$ cat config.mk
export PLATFORM = sky130hd
export DESIGN_NAME = nvio2_regfile_arb
export DESIGN_NICKNAME = d
export VERILOG_FILES = /design/src/rtl/nvio2_pkg.sv /design/src/rtl/nvio2_rr_pick.sv /design/src/rtl/nvio2_regfile_arb.sv
export SDC_FILE = /design/constraint.sdc
export NUM_CORES = 1
export LEC_CHECK = 0
export ABC_AREA = 1
export BUFFER_PORTS_ARGS = -buffer_cell sky130_fd_sc_hd__buf_2
export CAP_MARGIN = 20
export CORE_AREA = 2 2 385 387
export CTS_CLUSTER_DIAMETER = 100
export DETAILED_ROUTE_END_ITERATION = 8
export DIE_AREA = 0 0 387 389
export GPL_ROUTABILITY_DRIVEN = 0
export PLACE_DENSITY = 0.3
export SLEW_MARGIN = 20
export SYNTH_ARGS = -nofsm -noshare
export SYNTH_HDL_FRONTEND = slang
export SYNTH_SLANG_ARGS = --single-unit
$ cat constraint.sdc
create_clock -name clk -period 3.2 [get_ports clk]
set_clock_uncertainty 0.2 [all_clocks]
set_input_delay 0.48 -clock clk [delete_from_list [all_inputs] [get_ports clk]]
set_output_delay 0.48 -clock clk [all_outputs]
set_load 0.01 [all_outputs]
$ cat src/rtl/nvio2_pkg.sv
// Shared widths and the arbiter FSM state type for the nvio2 register-file slice.
package nvio2_pkg;

    localparam int RF_ADR_W = 13;   // {ctx[6:0], reg[5:0]}
    localparam int RF_DAT_W = 128;
    localparam int CTX_W    = 7;
    localparam int REG_W    = 6;

    typedef enum logic [1:0] {
        IDLE,
        CLR,
        DONE
    } rfarb_state_t;

endpackage

$ cat src/rtl/nvio2_rr_pick.sv
// Round-robin one-hot picker: grants the first set request at or after ptr,
// wrapping around the vector.
module nvio2_rr_pick #(
    parameter int NREQ = 4,
    parameter int PW   = (NREQ > 1) ? $clog2(NREQ) : 1
) (
    input  logic [NREQ-1:0] req,
    input  logic [PW-1:0]   ptr,
    output logic [NREQ-1:0] gnt
);

    logic          found;
    logic [PW-1:0] idx;

    // Scan from ptr upward with wrap; the first hit wins.
    always_comb begin
        gnt   = '0;
        found = 1'b0;
        idx   = '0;
        for (int k = 0; k < NREQ; k++) begin
            idx = PW'((int'(ptr) + k) % NREQ);
            if (!found && req[idx]) begin
                gnt[idx] = 1'b1;
                found    = 1'b1;
            end
        end
    end

endmodule

$ cat src/rtl/nvio2_regfile_arb.sv
// Single-port register-file arbiter: one access per cycle among NREQ
// requesters (starved readers, then writes, then reads), plus a sequencer
// that zeroes registers 1..63 of one context.
module nvio2_regfile_arb
    import nvio2_pkg::*;
#(
    parameter int NREQ    = 4,
    parameter int MAXWAIT = 15
) (
    input  logic                           clk,
    input  logic                           rst_n,
    input  logic [NREQ-1:0]                req_valid,
    input  logic [NREQ-1:0]                req_wr,
    input  logic [NREQ-1:0][RF_ADR_W-1:0]  req_adr,
    input  logic [NREQ-1:0][RF_DAT_W-1:0]  req_dat,
    output logic [NREQ-1:0]                req_ready,
    output logic [NREQ-1:0]                rsp_valid,
    output logic [RF_DAT_W-1:0]            rsp_dat,
    input  logic                           clr_req,
    input  logic [CTX_W-1:0]               clr_ctx,
    output logic                           clr_busy,
    output logic                           clr_done,
    output logic                           rf_wr,
    output logic [RF_ADR_W-1:0]            rf_adr,
    output logic [RF_DAT_W-1:0]            rf_i,
    input  logic [RF_DAT_W-1:0]            rf_o
);

    localparam int PW = (NREQ > 1) ? $clog2(NREQ) : 1;
    localparam int WW = $clog2(MAXWAIT + 1);

    rfarb_state_t         state_q, state_d;
    logic [CTX_W-1:0]     ctx_q, ctx_d;
    logic [REG_W-1:0]     cnt_q, cnt_d;
    logic [PW-1:0]        ptr_q;
    logic [WW-1:0]        wait_cnt_q [NREQ];
    logic                 arb_en;

    logic [NREQ-1:0]      wr_reqs, rd_reqs;
    logic [NREQ-1:0]      wr_gnt, rd_gnt, starve_gnt, gnt;
    logic [PW-1:0]        win_id;
    logic                 win_wr;
    logic                 any_gnt;

    logic                 rd_vld_p1;
    logic [PW-1:0]        rd_id_p1;
    logic [RF_ADR_W-1:0]  adr_hold;
    logic [RF_DAT_W-1:0]  dat_hold;

    assign wr_reqs = req_valid & req_wr;
    assign rd_reqs = req_valid & ~req_wr;

    nvio2_rr_pick #(.NREQ(NREQ), .PW(PW)) u_wr_pick (
        .req (wr_reqs),
        .ptr (ptr_q),
        .gnt (wr_gnt)
    );

    nvio2_rr_pick #(.NREQ(NREQ), .PW(PW)) u_rd_pick (
        .req (rd_reqs),
        .ptr (ptr_q),
        .gnt (rd_gnt)
    );

    // Starved readers: descending scan so the lowest index is left standing.
    always_comb begin
        starve_gnt = '0;
        for (int i = NREQ - 1; i >= 0; i--) begin
            if (rd_reqs[i] && wait_cnt_q[i] == WW'(MAXWAIT))
                starve_gnt = NREQ'(1) << i;
        end
    end

    // Final grant; forced low while reset is asserted so nothing is granted.
    always_comb begin
        gnt = '0;
        if (arb_en && rst_n) begin
            if (|starve_gnt)
                gnt = starve_gnt;
            else if (|wr_gnt)
                gnt = wr_gnt;
            else
                gnt = rd_gnt;
        end
    end

    // One-hot grant to requester index.
    always_comb begin
        win_id = '0;
        for (int i = 0; i < NREQ; i++) begin
            if (gnt[i])
                win_id = PW'(i);
        end
    end

    assign any_gnt   = |gnt;
    assign win_wr    = req_wr[win_id];
    assign req_ready = gnt;

    // Clear sequencer next-state and status outputs.
    always_comb begin
        state_d  = state_q;
        ctx_d    = ctx_q;
        cnt_d    = cnt_q;
        arb_en   = 1'b0;
        clr_busy = 1'b0;
        clr_done = 1'b0;
        case (state_q)
            IDLE: begin
                if (clr_req) begin
                    ctx_d   = clr_ctx;
                    cnt_d   = REG_W'(1);
                    state_d = CLR;
                end else begin
                    arb_en = 1'b1;
                end
            end
            CLR: begin
                clr_busy = 1'b1;
                cnt_d    = cnt_q + 1'b1;
                if (&cnt_q)
                    state_d = DONE;
            end
            DONE: begin
                clr_busy = 1'b1;
                clr_done = 1'b1;
                arb_en   = 1'b1;
                state_d  = IDLE;
            end
            default: state_d = IDLE;
        endcase
    end

    // Regfile port: clear writes, else the winner, else hold the address.
    always_comb begin
        rf_wr  = 1'b0;
        rf_adr = adr_hold;
        rf_i   = '0;
        if (state_q == CLR) begin
            rf_wr  = 1'b1;
            rf_adr = {ctx_q, cnt_q};
        end else if (any_gnt) begin
            rf_wr  = win_wr;
            rf_adr = req_adr[win_id];
            if (win_wr)
                rf_i = req_dat[win_id];
        end
    end

    assign rsp_valid = rd_vld_p1 ? (NREQ'(1) << rd_id_p1) : '0;
    assign rsp_dat   = rd_vld_p1 ? rf_o : dat_hold;

    // FSM, round-robin pointer, read-response tag and held port values.
    always_ff @(posedge clk or negedge rst_n) begin
        if (!rst_n) begin
            state_q   <= IDLE;
            ctx_q     <= '0;
            cnt_q     <= '0;
            ptr_q     <= '0;
            rd_vld_p1 <= 1'b0;
            rd_id_p1  <= '0;
            adr_hold  <= '0;
            dat_hold  <= '0;
        end else begin
            state_q   <= state_d;
            ctx_q     <= ctx_d;
            cnt_q     <= cnt_d;
            if (any_gnt)
                ptr_q <= (win_id == PW'(NREQ - 1)) ? '0 : win_id + 1'b1;
            // stage p1: read issued last cycle, data arrives from regfile now
            rd_vld_p1 <= any_gnt & ~win_wr;
            rd_id_p1  <= win_id;
            adr_hold  <= rf_adr;
            dat_hold  <= rsp_dat;
        end
    end

    // Per-reader wait counters: saturate while passed over, clear on grant.
    always_ff @(posedge clk or negedge rst_n) begin
        if (!rst_n) begin
            for (int i = 0; i < NREQ; i++)
                wait_cnt_q[i] <= '0;
        end else begin
            for (int i = 0; i < NREQ; i++) begin
                if (gnt[i])
                    wait_cnt_q[i] <= '0;
                else if (rd_reqs[i] && wait_cnt_q[i] != WW'(MAXWAIT))
                    wait_cnt_q[i] <= wait_cnt_q[i] + 1'b1;
            end
        end
    end

endmodule

==> flow_metrics.py, run 1 <==
metrics = {
    "yosys": {
        "ys_seq_area_share_pct": 28.0,
        "synthesis.area_um2": 15800,
        "synth_nets": 3544,
        "synth_edf_count": 0,
        "netlist_instances": 2819,
        "synth_top_flop_cell": "dfrtp_1",
        "ys_warn_count": 0,
        "ys_ff_latch": 177,
        "yosys.cell_types.count": 37,
        "avgSynthCellArea_um2": 5.61,
        "synthArstFlopShare_pct": 100,
    },
    "critical_path": {
        "worstPathCellList": "inv_4 > ha_4 > inv_8 > nand2_4 > nand2_4 > nand3_2 > nand2_1 > nand3b_1 > nor2_2 > buf_6 > nand3_4 > nand3_4 > nand4_4 > buf_8 > buf_16 > buf_12 > buf_12 > buf_16 > nand3b_1 > nand2_1 > nand2_1 > nand2_1 > nor2_2 > buf_2",
        "crit_top_cell": "nand2_1",
        "path_delay_family": "simple AND/OR/NAND/NOR gates",
        "crit_buf_inv": 9,
        "critPathRequiredTime_ns": 2.52,
        "path_class": "register to primary output",
        "rr_worst_depth": 25,
        "critPathMaxFanout": 7,
        "path_depth": 24,
        "cp-start-kind": "register",
        "max_stage_delay_ns": 0.42,
        "arrival_ns": 3.73,
        "endpoint_kind": "primary output",
        "slowest_stage": "dfrtp_1",
    },
    "drt": {
        "dr.pass1.iters": 5,
        "routed_wirelength_um": 118000,
        "initialDrtViolationCount": 1100,
        "post-route-drc-count": 0,
        "wl_per_cell_um": 19.8,
        "ant_nets": 0,
        "vias": 21900,
        "vias_per_cell": 3.67,
    },
    "timing": {
        "setup_tns_ns": -155.28,
        "finalSetupViolCount": 160,
        "setup_slack_ns": -1.21,
        "slew_violations": 0,
        "rsz0062_at_grt": "yes",
        "max_freq_mhz": 227,
        "fin_crit_sh_pct": 138,
        "hold_viol_final": 0,
        "timing.final.crit_period_ns": 4.41,
        "relSlewSlack_pct": 36.9,
        "tightest_slew_ns": 0.947,
    },
    "grt": {
        "grt_pass1_wl_um": 157000,
        "grt-ovfl-total": 0,
        "grt_pass1_vias": 21400,
        "grt_antenna_before_repair": 57,
        "grtUsageTotal_pct": 14.5,
        "grt_max_degree": 133,
    },
    "die": {
        "fp.dieW_um": 387,
        "die_y_um": 389,
        "rows": 141,
        "dieArea_um2": 151000,
        "start_util_pct": 10.8,
        "coreArea_um2": 147000,
        "ios": 990,
    },
    "power": {
        "peakVddDrop_mv": 0.456,
        "power.total_mw": 31.5,
        "power_density_nw_per_um2": 1070,
        "power.leakage_nw": 17.0,
    },
    "cells_and_area": {
        "syn2layout_area_growth_pct": 86.4,
        "drive_above_1_share_pct": 43.0,
        "utilization_pct": 20.1,
        "fin_cells": 5968,
        "layout.nets": 4715,
    },
    "outcome": {
        "violations": "setup timing",
        "status": "finished with violations",
    },
    "placed_design": {
        "pre_cts_slack_ns": -0.832,
        "hpwl_um": 93200,
        "io_buffers": 989,
        "placed_cells": 5807,
    },
    "cts": {
        "cts_buffers": 17,
        "cts_buffer_depth": 2,
        "clk_latency_ns": 0.47,
        "cts_root_buf": "clkbuf_16",
        "cts_tree": "built",
        "cts_sinks": 177,
        "cts.htree.levels": 4,
        "clk_pin_slew_ns": 0.09,
    },
    "worst_hold_path": {
        "worstHoldPathType": "primary input to async pin",
    },
    "run": {
        "drv_cap": 0,
    },
}
[flip-flops by register name (all words and copies together), names as in the netlist]
register    flops
dat_hold      128
wait_cnt_q     16
adr_hold       13
ctx_q           7
cnt_q           6
ptr_q           2
rd_id_p1        2
state_q         2
rd_vld_p1       1
[report_power, final]
group	internal [mW]	switching [mW]	total, mW
logic	10.7	14.9	25.6
registers	3.30	0.327	3.62
clock network	1.13	1.17	2.30
[worst register-to-register path: stages, from the launching register on]
cell and delay [ns]:
dfrtp_1 0.42, inv_4 0.08, ha_4 0.33, inv_8 0.06
nand2_4 0.06, nand2_4 0.08, nand3_2 0.07, nand2_1 0.04
nand3b_1 0.19, nor2_2 0.16, buf_6 0.13, nand3_4 0.07
nand3_4 0.08, nand4_4 0.12, buf_8 0.18, nand2_8 0.07
buf_12 0.16, buf_12 0.13, buf_16 0.16, nand2_4 0.10
nand2_4 0.08, nand3_2 0.07, nand2_2 0.08, nand2_2 0.06
buf_6 0.11, buf_4 0.11
[kinds of logic (layout without fill, tap and decap cells)]
logic type      Yosys count  after routing  share of synthesized area, %
other cells               0             35                             0
buf+inv                 674           1858                          17.0
compound gates          325            325                          10.4
fa+ha+maj                15             15                          1.19
xor+xnor                  8              8                         0.443
simple gates           1620           1620                          42.9
flops                   177            177                          28.0
[timing repair]
item / CTS / global route
hold buffers: 35 / 1
pin swaps: 25 / 170
resized for setup: 253 / 437
setup endpoints to repair: 160 / 161
setup buffers: 18 / 27
endpoints found under the hold margin: 35 / 1
gates cloned: 14 / 12
[per-layer routing]
layer	vias up	track usage, %	routed length [µm]
met3	119	3.15	6480
met1	10200	19.0	53100
met2	658	24.2	55900
li1	10800	-	-
met4	22	3.23	2380
met5	-	0	138
[metrics by stage]
stage,hold slack [ns],cell area [µm²]
global route,0.00602,29400
finish,0.0205,29500
floorplan,-0.0156,16100
detailed placement,0.251,25000
CTS,0.0000590,27400
global placement,0.248,25000
[cell usage after synthesis (15+ instances only)]
| cell type | instances | area (µm²) |
|---|---|---|
| o21ai_0 | 157 | 786 |
| inv_1 | 492 | 1850 |
| buf_1 | 26 | 97.6 |
| dfrtp_1 | 177 | 4430 |
| nand2_1 | 1221 | 4580 |
| nor2_1 | 156 | 586 |
| buf_2 | 42 | 210 |
| clkbuf_1 | 87 | 327 |
| nand3_1 | 76 | 380 |
| ha_1 | 15 | 188 |
| nand3b_1 | 130 | 976 |
| a21oi_1 | 152 | 761 |
[path summary, 6_finish.rpt]
check                      slack (ns)                    start                 endpoint
max in group asynchronous        1.31                    rst_n  dat_hold[121]$_DFF_PN0_
min reg2reg                      0.26  dat_hold[126]$_DFF_PN0_  dat_hold[126]$_DFF_PN0_
max                             -1.21     ptr_q[0]$_DFFE_PN0N_                rf_i[104]
min in group clk                 0.03                 rf_o[85]   dat_hold[85]$_DFF_PN0_
max reg2reg                     -0.32     ptr_q[0]$_DFFE_PN0N_   adr_hold[11]$_DFF_PN0_
min                              0.02                    rst_n   dat_hold[44]$_DFF_PN0_
[cells in the final DEF (no fill, tap or decap), drive strengths merged, types with 12 or more instances in the layout]
master	n
ha	15
nor2	162
clkinv	12
buf	1275
a21oi	153
clkbuf	29
nand3	81
nand2	1227
dlygate4sd3	36
diode	35
dfrtp	177
nand3b	130
inv	503
o21ai	165
[area by class of cell]
type / count / area, µm²
Antenna cell: 35 / 87.6
Tap cell: 1930 / 2410
Timing Repair Buffer: 1325 / 9660
Fill cell: 17100 / 117000
Clock inverter: 15 / 195
Multi-Input combinational cell: 1968 / 10400
Inverter: 501 / 1900
Sequential cell: 177 / 4430
Clock buffer: 17 / 425
(Power assumes the default switching activity.)
==> inputs of run 2 (changes only) <==
--- a/config.mk
+++ b/config.mk
@@ -8,12 +8,14 @@
 export ABC_AREA = 1
 export BUFFER_PORTS_ARGS = -buffer_cell sky130_fd_sc_hd__buf_2
 export CAP_MARGIN = 20
-export CORE_AREA = 2 2 385 387
+export CELL_PAD_IN_SITES_DETAIL_PLACEMENT = 1
+export CELL_PAD_IN_SITES_GLOBAL_PLACEMENT = 2
+export CORE_AREA = 2 2 390 392
 export CTS_CLUSTER_DIAMETER = 100
 export DETAILED_ROUTE_END_ITERATION = 8
-export DIE_AREA = 0 0 387 389
+export DIE_AREA = 0 0 392 394
 export GPL_ROUTABILITY_DRIVEN = 0
-export PLACE_DENSITY = 0.3
+export PLACE_DENSITY = 0.5
 export SLEW_MARGIN = 20
 export SYNTH_ARGS = -nofsm -noshare
 export SYNTH_HDL_FRONTEND = slang
==> flow_metrics.py, run 2 (synthesized netlist as in run 1, its figures left out) <==
metrics = {
    "placed_design": {
        "hpwl_um": 96300,
        "io_buffers": 989,
        "placed_cells": 5921,
        "postPlaceCellArea_um2": 25200,
    },
    "die": {
        "dieArea_um2": 154000,
        "start_util_pct": 10.5,
        "ios": 990,
        "die_y_um": 394,
        "rows": 143,
        "fp.dieW_um": 392,
        "coreArea_um2": 151000,
    },
    "drt": {
        "ant_nets": 0,
        "dr.pass1.iters": 5,
        "vias": 21600,
        "vias_per_cell": 3.60,
        "wl_per_cell_um": 19.5,
        "routed_wirelength_um": 117000,
        "initialDrtViolationCount": 872,
        "post-route-drc-count": 0,
    },
    "critical_path": {
        "path_delay_family": "simple AND/OR/NAND/NOR gates",
        "crit_buf_inv": 8,
        "crit_top_cell": "nand3_4",
        "cp-start-kind": "register",
        "path_class": "register to primary output",
        "critPathRequiredTime_ns": 2.52,
        "endpoint_kind": "primary output",
        "worstPathCellList": "inv_2 > ha_4 > inv_8 > nand2_4 > nand2_4 > nand3_2 > nand2_1 > nand3b_1 > nor2_4 > buf_6 > nand3_4 > nand3_4 > nand4_4 > buf_8 > buf_12 > nand3_4 > nand2_4 > nand3_4 > buf_16 > buf_16 > nor2_2 > buf_2",
        "critPathMaxFanout": 13,
        "max_stage_delay_ns": 0.42,
        "arrival_ns": 3.71,
        "slowest_stage": "dfrtp_1",
    },
    "cells_and_area": {
        "utilization_pct": 18.5,
        "nFillCells": 18900,
        "top_regs": "dat_hold: 128 flops, wait_cnt_q: 16 flops, adr_hold: 13 flops",
        "drive_above_1_share_pct": 38.7,
        "syn2layout_area_growth_pct": 76.0,
        "final_common_cell": "nand2_1",
        "largest-register": "dat_hold",
        "fin_cells": 6007,
        "layout_common_cells": "nand2_1 (1148), buf_2 (926), inv_1 (491)",
        "layout.nets": 4669,
        "largest_register_ffs": 128,
        "final_area_um2": 27800,
    },
    "cts": {
        "cts_sinks": 177,
        "cts_tree": "built",
        "cts_buffer_depth": 2,
        "cts_buffers": 17,
        "clk_pin_slew_ns": 0.08,
        "cts.htree.levels": 4,
        "clk_latency_ns": 0.45,
        "cts_root_buf": "clkbuf_16",
    },
    "outcome": {
        "status": "finished with violations",
        "violations": "hold timing, setup timing",
    },
    "power": {
        "power.leakage_nw": 16.4,
        "peakVddDrop_mv": 0.372,
        "power.total_mw": 29.0,
        "power_density_nw_per_um2": 1040,
    },
    "timing": {
        "relSlewSlack_pct": 48.2,
        "hold_viol_final": 2,
        "timing.final.crit_period_ns": 4.39,
        "finalSetupViolCount": 160,
        "setup_slack_ns": -1.19,
        "rsz0062_at_grt": "yes",
        "max_freq_mhz": 228,
        "slew_violations": 0,
        "tightest_slew_ns": 0.777,
        "fin_crit_sh_pct": 137,
        "whs_ns": -0.000430,
    },
    "grt": {
        "grt_max_degree": 133,
        "grt_pass1_vias": 22200,
        "grt-ovfl-total": 0,
        "grtUsageTotal_pct": 14.6,
        "grt_antenna_before_repair": 68,
        "grt_pass1_wl_um": 164000,
    },
    "run": {
        "drv_cap": 0,
    },
    "worst_hold_path": {
        "worstHoldPathType": "primary input to async pin",
    },
}
run 2: cell count changes in the layout (fill, tap and decap cells not counted), sizes merged:
cell and delta:
diode -15, bufbuf +1, clkinvlp +1, clkinv -5, dlygate4sd3 -34, inv +1
clkbuf -3, buf -7
run 2: final timing paths:
kind | start | to | slack, ns | cells past startpoint
setup / recovery | ptr_q[0]$_DFFE_PN0N_ | rf_i[114] | -1.19 | 22
hold / removal | rst_n | wait_cnt_q[0]$_DFFE_PN0P_ | -0.0004 | 2
max in group asynchronous | rst_n | dat_hold[99]$_DFF_PN0_ | 1.57 | 3
min in group clk | clr_ctx[5] | ctx_q[5]$_DFFE_PN0P_ | 0.04 | 3
hold reg to reg | dat_hold[21]$_DFF_PN0_ | dat_hold[21]$_DFF_PN0_ | 0.27 | 2
setup reg to reg | ptr_q[0]$_DFFE_PN0N_ | rd_vld_p1$_DFF_PN0_ | -0.41 | 21
run 2: layout make-up:
type | instances | area [µm²] | area share (%)
timing repair buffer | 1279 | 8650 | 31.1
antenna | 20 | 50.0 | 0.180
multi-input combinational | 1968 | 9690 | 34.8
tap | 2030 | 2540 | 9.12
clock buffer | 20 | 457 | 1.64
inverter | 501 | 1890 | 6.80
clock inverter | 12 | 123 | 0.440
sequential | 177 | 4430 | 15.9
run 2: worst reg2reg max path, cell delays in order, from the launching register on:
cell      delay (ns)
dfrtp_1         0.42
inv_2           0.10
ha_4            0.34
inv_8           0.06
nand2_4         0.07
nand2_4         0.07
nand3_2         0.06
nand2_1         0.05
nand3b_1        0.22
nor2_4          0.18
buf_6           0.12
nand3_4         0.07
nand3_4         0.10
nand4_4         0.11
buf_8           0.18
buf_12          0.15
nand3_4         0.09
nand2_4         0.06
buf_4           0.13
buf_4           0.11
a21boi_0        0.45
buf_4           0.20
run 2: report_power, final:
part | internal, mW | total, mW | switching [mW]
Combinational | 9.34 | 23.2 | 13.8
Sequential | 3.30 | 3.64 | 0.342
Clock | 1.14 | 2.23 | 1.09
run 2: stage by stage:
step	TNS [ns]	setup slack, ns
2_1_floorplan	-14.49	-0.127
3_5_place_dp	-124.17	-1.05
4_1_cts	-166.70	-1.21
3_3_place_gp	-116.44	-0.994
6_report	-163.58	-1.19
5_1_grt	-204.14	-1.44
run 2: layer usage:
layer  GRT usage (%)  up-vias  wire, µm
li1                -    10700         -
met1            18.2    10200     50700
met2            26.2      509     59300
met3            2.90      122      6020
met4            1.76       32      1220
met5               0        -       195
run 2: timing repair:
action | 4_1_cts | 5_1_grt
endpoints found under the hold margin | 2 | 0
pin swaps | 35 | 35
buffers inserted | 18 | 3
setup endpoints to repair | 161 | 161
cloned | 10 | 5
resized for setup | 228 | 145
hold buffers | 2 | 0
==> inputs of run 3 (changes only) <==
--- a/config.mk
+++ b/config.mk
@@ -14,8 +14,8 @@
 export CTS_CLUSTER_DIAMETER = 100
 export DETAILED_ROUTE_END_ITERATION = 8
 export DIE_AREA = 0 0 392 394
-export GPL_ROUTABILITY_DRIVEN = 0
 export PLACE_DENSITY = 0.5
+export RECOVER_POWER = 100
 export SLEW_MARGIN = 20
 export SYNTH_ARGS = -nofsm -noshare
 export SYNTH_HDL_FRONTEND = slang
==> flow_metrics.py, run 3 (synthesized netlist as in run 1, its figures left out) <==
metrics = {
    "outcome": {
        "status": "finished with violations",
        "violations": "capacitance limit, slew limit, setup timing",
    },
    "cells_and_area": {
        "syn2layout_area_growth_pct": 75.5,
        "top_regs": "dat_hold: 128 flops, wait_cnt_q: 16 flops, adr_hold: 13 flops",
        "layout.nets": 4669,
        "ff_latch_area_um2": 4430,
        "final_area_um2": 27800,
        "final_common_cell": "nand2_1",
        "drive_above_1_share_pct": 38.5,
        "nFillCells": 18900,
        "layout_common_cells": "nand2_1 (1148), buf_2 (925), inv_1 (491)",
        "largest-register": "dat_hold",
        "multi_input_area_um2": 9680,
        "largest_register_ffs": 128,
    },
    "critical_path": {
        "worstPathCellList": "inv_2 > ha_4 > inv_8 > nand2_4 > nand2_4 > nand3_2 > nand2_1 > nand3b_1 > nor2_4 > buf_6 > nand3_4 > nand3_4 > nand4_4 > buf_8 > nand2_8 > nand2_4 > nand2_4 > nand3_4 > buf_16 > clkbuf_16 > nor2_4 > buf_6",
        "cp-start-kind": "register",
        "endpoint_kind": "primary output",
        "crit_top_cell": "nand2_4",
        "reg2reg_from": "ptr_q[0]$_DFFE_PN0N_",
        "path_delay_family": "simple AND/OR/NAND/NOR gates",
        "path_class": "register to primary output",
        "path_depth": 22,
        "r2r-end": "rd_vld_p1$_DFF_PN0_",
        "critPathMaxFanout": 13,
        "startpoint": "ptr_q[0]$_DFFE_PN0N_",
        "rr_worst_depth": 21,
        "slowest_stage": "dfrtp_1",
        "arrival_ns": 3.71,
        "crit_end": "rf_i[102]",
        "max_stage_delay_ns": 0.42,
        "ff2ff_setup_slack_ns": -0.41,
        "crit_buf_inv": 7,
        "critPathRequiredTime_ns": 2.52,
    },
    "die": {
        "rows": 143,
        "coreArea_um2": 151000,
        "start_util_pct": 10.5,
        "ios": 990,
        "dieArea_um2": 154000,
        "die_y_um": 394,
        "fp.dieW_um": 392,
    },
    "grt": {
        "grt_max_degree": 133,
        "grt_pass1_wl_um": 164000,
        "grt_pass1_vias": 22200,
        "grt_antenna_before_repair": 68,
        "grtUsageTotal_pct": 14.6,
        "grt-ovfl-total": 0,
    },
    "drt": {
        "wl_met2_um": 59300,
        "vias": 21700,
        "wl_per_cell_um": 19.6,
        "top_layer": "met5",
        "post-route-drc-count": 0,
        "vias_per_cell": 3.61,
        "initialDrtViolationCount": 824,
        "routed_wirelength_um": 117000,
        "dr.pass1.iters": 5,
        "met3_length_um": 6110,
        "wirelength_met1_um": 50600,
        "ant_nets": 0,
    },
    "placed_design": {
        "gp_congestion": 0.853,
        "postPlaceCellArea_um2": 25200,
        "pre_cts_slack_ns": -1.05,
        "hpwl_um": 96300,
        "io_buffers": 989,
    },
    "run": {
        "drv_cap": 2,
    },
    "cts": {
        "cts_tree": "built",
        "cts_root_buf": "clkbuf_16",
        "cts.htree.levels": 4,
        "cts_buffer_depth": 2,
        "clk_latency_ns": 0.45,
        "cts_buffers": 17,
        "cts_sinks": 177,
        "clk_pin_slew_ns": 0.08,
    },
    "timing": {
        "slew_violations": 181,
        "setup_slack_ns": -1.19,
        "max_freq_mhz": 228,
        "timing.final.crit_period_ns": 4.39,
        "finalSetupViolCount": 292,
        "whs_ns": 0.0401,
        "rsz0062_at_grt": "yes",
        "relSlewSlack_pct": -9.77,
        "hold_viol_final": 0,
        "tightest_slew_ns": 1.65,
        "fin_crit_sh_pct": 137,
    },
    "power": {
        "power_density_nw_per_um2": 1040,
        "peakVddDrop_mv": 0.371,
        "power.leakage_nw": 16.4,
        "power.total_mw": 29.0,
    },
    "worst_hold_path": {
        "worstHoldPathType": "primary input to register",
    },
}
==> run 3: changes by cell type in the layout (fill, tap and decap cells not counted), sizes merged <==
cell | previous run | this run
clkbuf | 26 | 34
diode | 20 | 18
clkinv | 7 | 6
buf | 1268 | 1260
clkinvlp | 1 | 2
==> run 3: repair_timing <==
item                       in CTS  in global routing
setup endpoints to repair     161                161
gates cloned                   10                  5
hold endpoints to repair        2                  0
pin swaps                      35                 35
setup buffers                  18                  3
hold buffers                    2                  0
gates resized for setup       228                145
==> run 3: metrics by stage <==
stage	TNS [ns]	instances	util, %
final	-204.98	6005	18.4
after global routing	-288.23	5999	18.4
after CTS	-166.70	5980	18.0
after detailed placement	-124.17	5921	16.8
after global placement	-116.44	5921	16.8
after floorplan	-14.49	2819	-
==> run 3: layout make-up <==
| class | count | area share (%) |
|---|---|---|
| Sequential cell | 177 | 16.0 |
| Inverter | 501 | 6.82 |
| Antenna cell | 18 | 0.162 |
| Timing Repair Buffer | 1279 | 31.0 |
| Tap cell | 2030 | 9.15 |
| Clock inverter | 12 | 0.442 |
| Multi-Input combinational cell | 1968 | 34.9 |
| Clock buffer | 20 | 1.64 |
==> run 3: how the worst min path moves through the flow <==
stage | endpoint | depth (start not counted) | startpoint | slack (ns)
detailed placement | dat_hold[75]$_DFF_PN0_ | 2 | dat_hold[75]$_DFF_PN0_ | 0.25
finish | ctx_q[5]$_DFFE_PN0P_ | 3 | clr_ctx[5] | 0.04
CTS | ctx_q[5]$_DFFE_PN0P_ | 3 | clr_ctx[5] | 0.003
global placement | dat_hold[100]$_DFF_PN0_ | 2 | dat_hold[100]$_DFF_PN0_ | 0.25
floorplan | adr_hold[0]$_DFF_PN0_ | 0 | rst_n | -0.02
global route | ctx_q[5]$_DFFE_PN0P_ | 3 | clr_ctx[5] | 0.01
==> run 3: worst register-to-register path, stage by stage, from the launching register on <==
cell	delay (ns)
dfrtp_1	0.42
inv_2	0.10
ha_4	0.34
inv_8	0.06
nand2_4	0.07
nand2_4	0.07
nand3_2	0.06
nand2_1	0.05
nand3b_1	0.22
nor2_4	0.18
buf_6	0.12
nand3_4	0.07
nand3_4	0.10
nand4_4	0.11
buf_8	0.18
buf_12	0.15
nand3_4	0.09
nand2_4	0.06
buf_4	0.13
buf_4	0.11
a21boi_0	0.45
buf_4	0.20
==> run 3: report_power, final <==
| part | switching (mW) | internal [mW] | total, mW |
|---|---|---|---|
| clock network | 1.09 | 1.14 | 2.23 |
| registers | 0.342 | 3.30 | 3.64 |
| logic | 13.8 | 9.31 | 23.1 |
| total | 15.2 | 13.7 | 29.0 |
==> run 3: per-layer routing <==
layer  vias up  GRT usage [%]
met5         -              0
met4        32           1.76
met3       120           2.90
met2       522           26.2
met1     10300           18.2
li1      10700              -
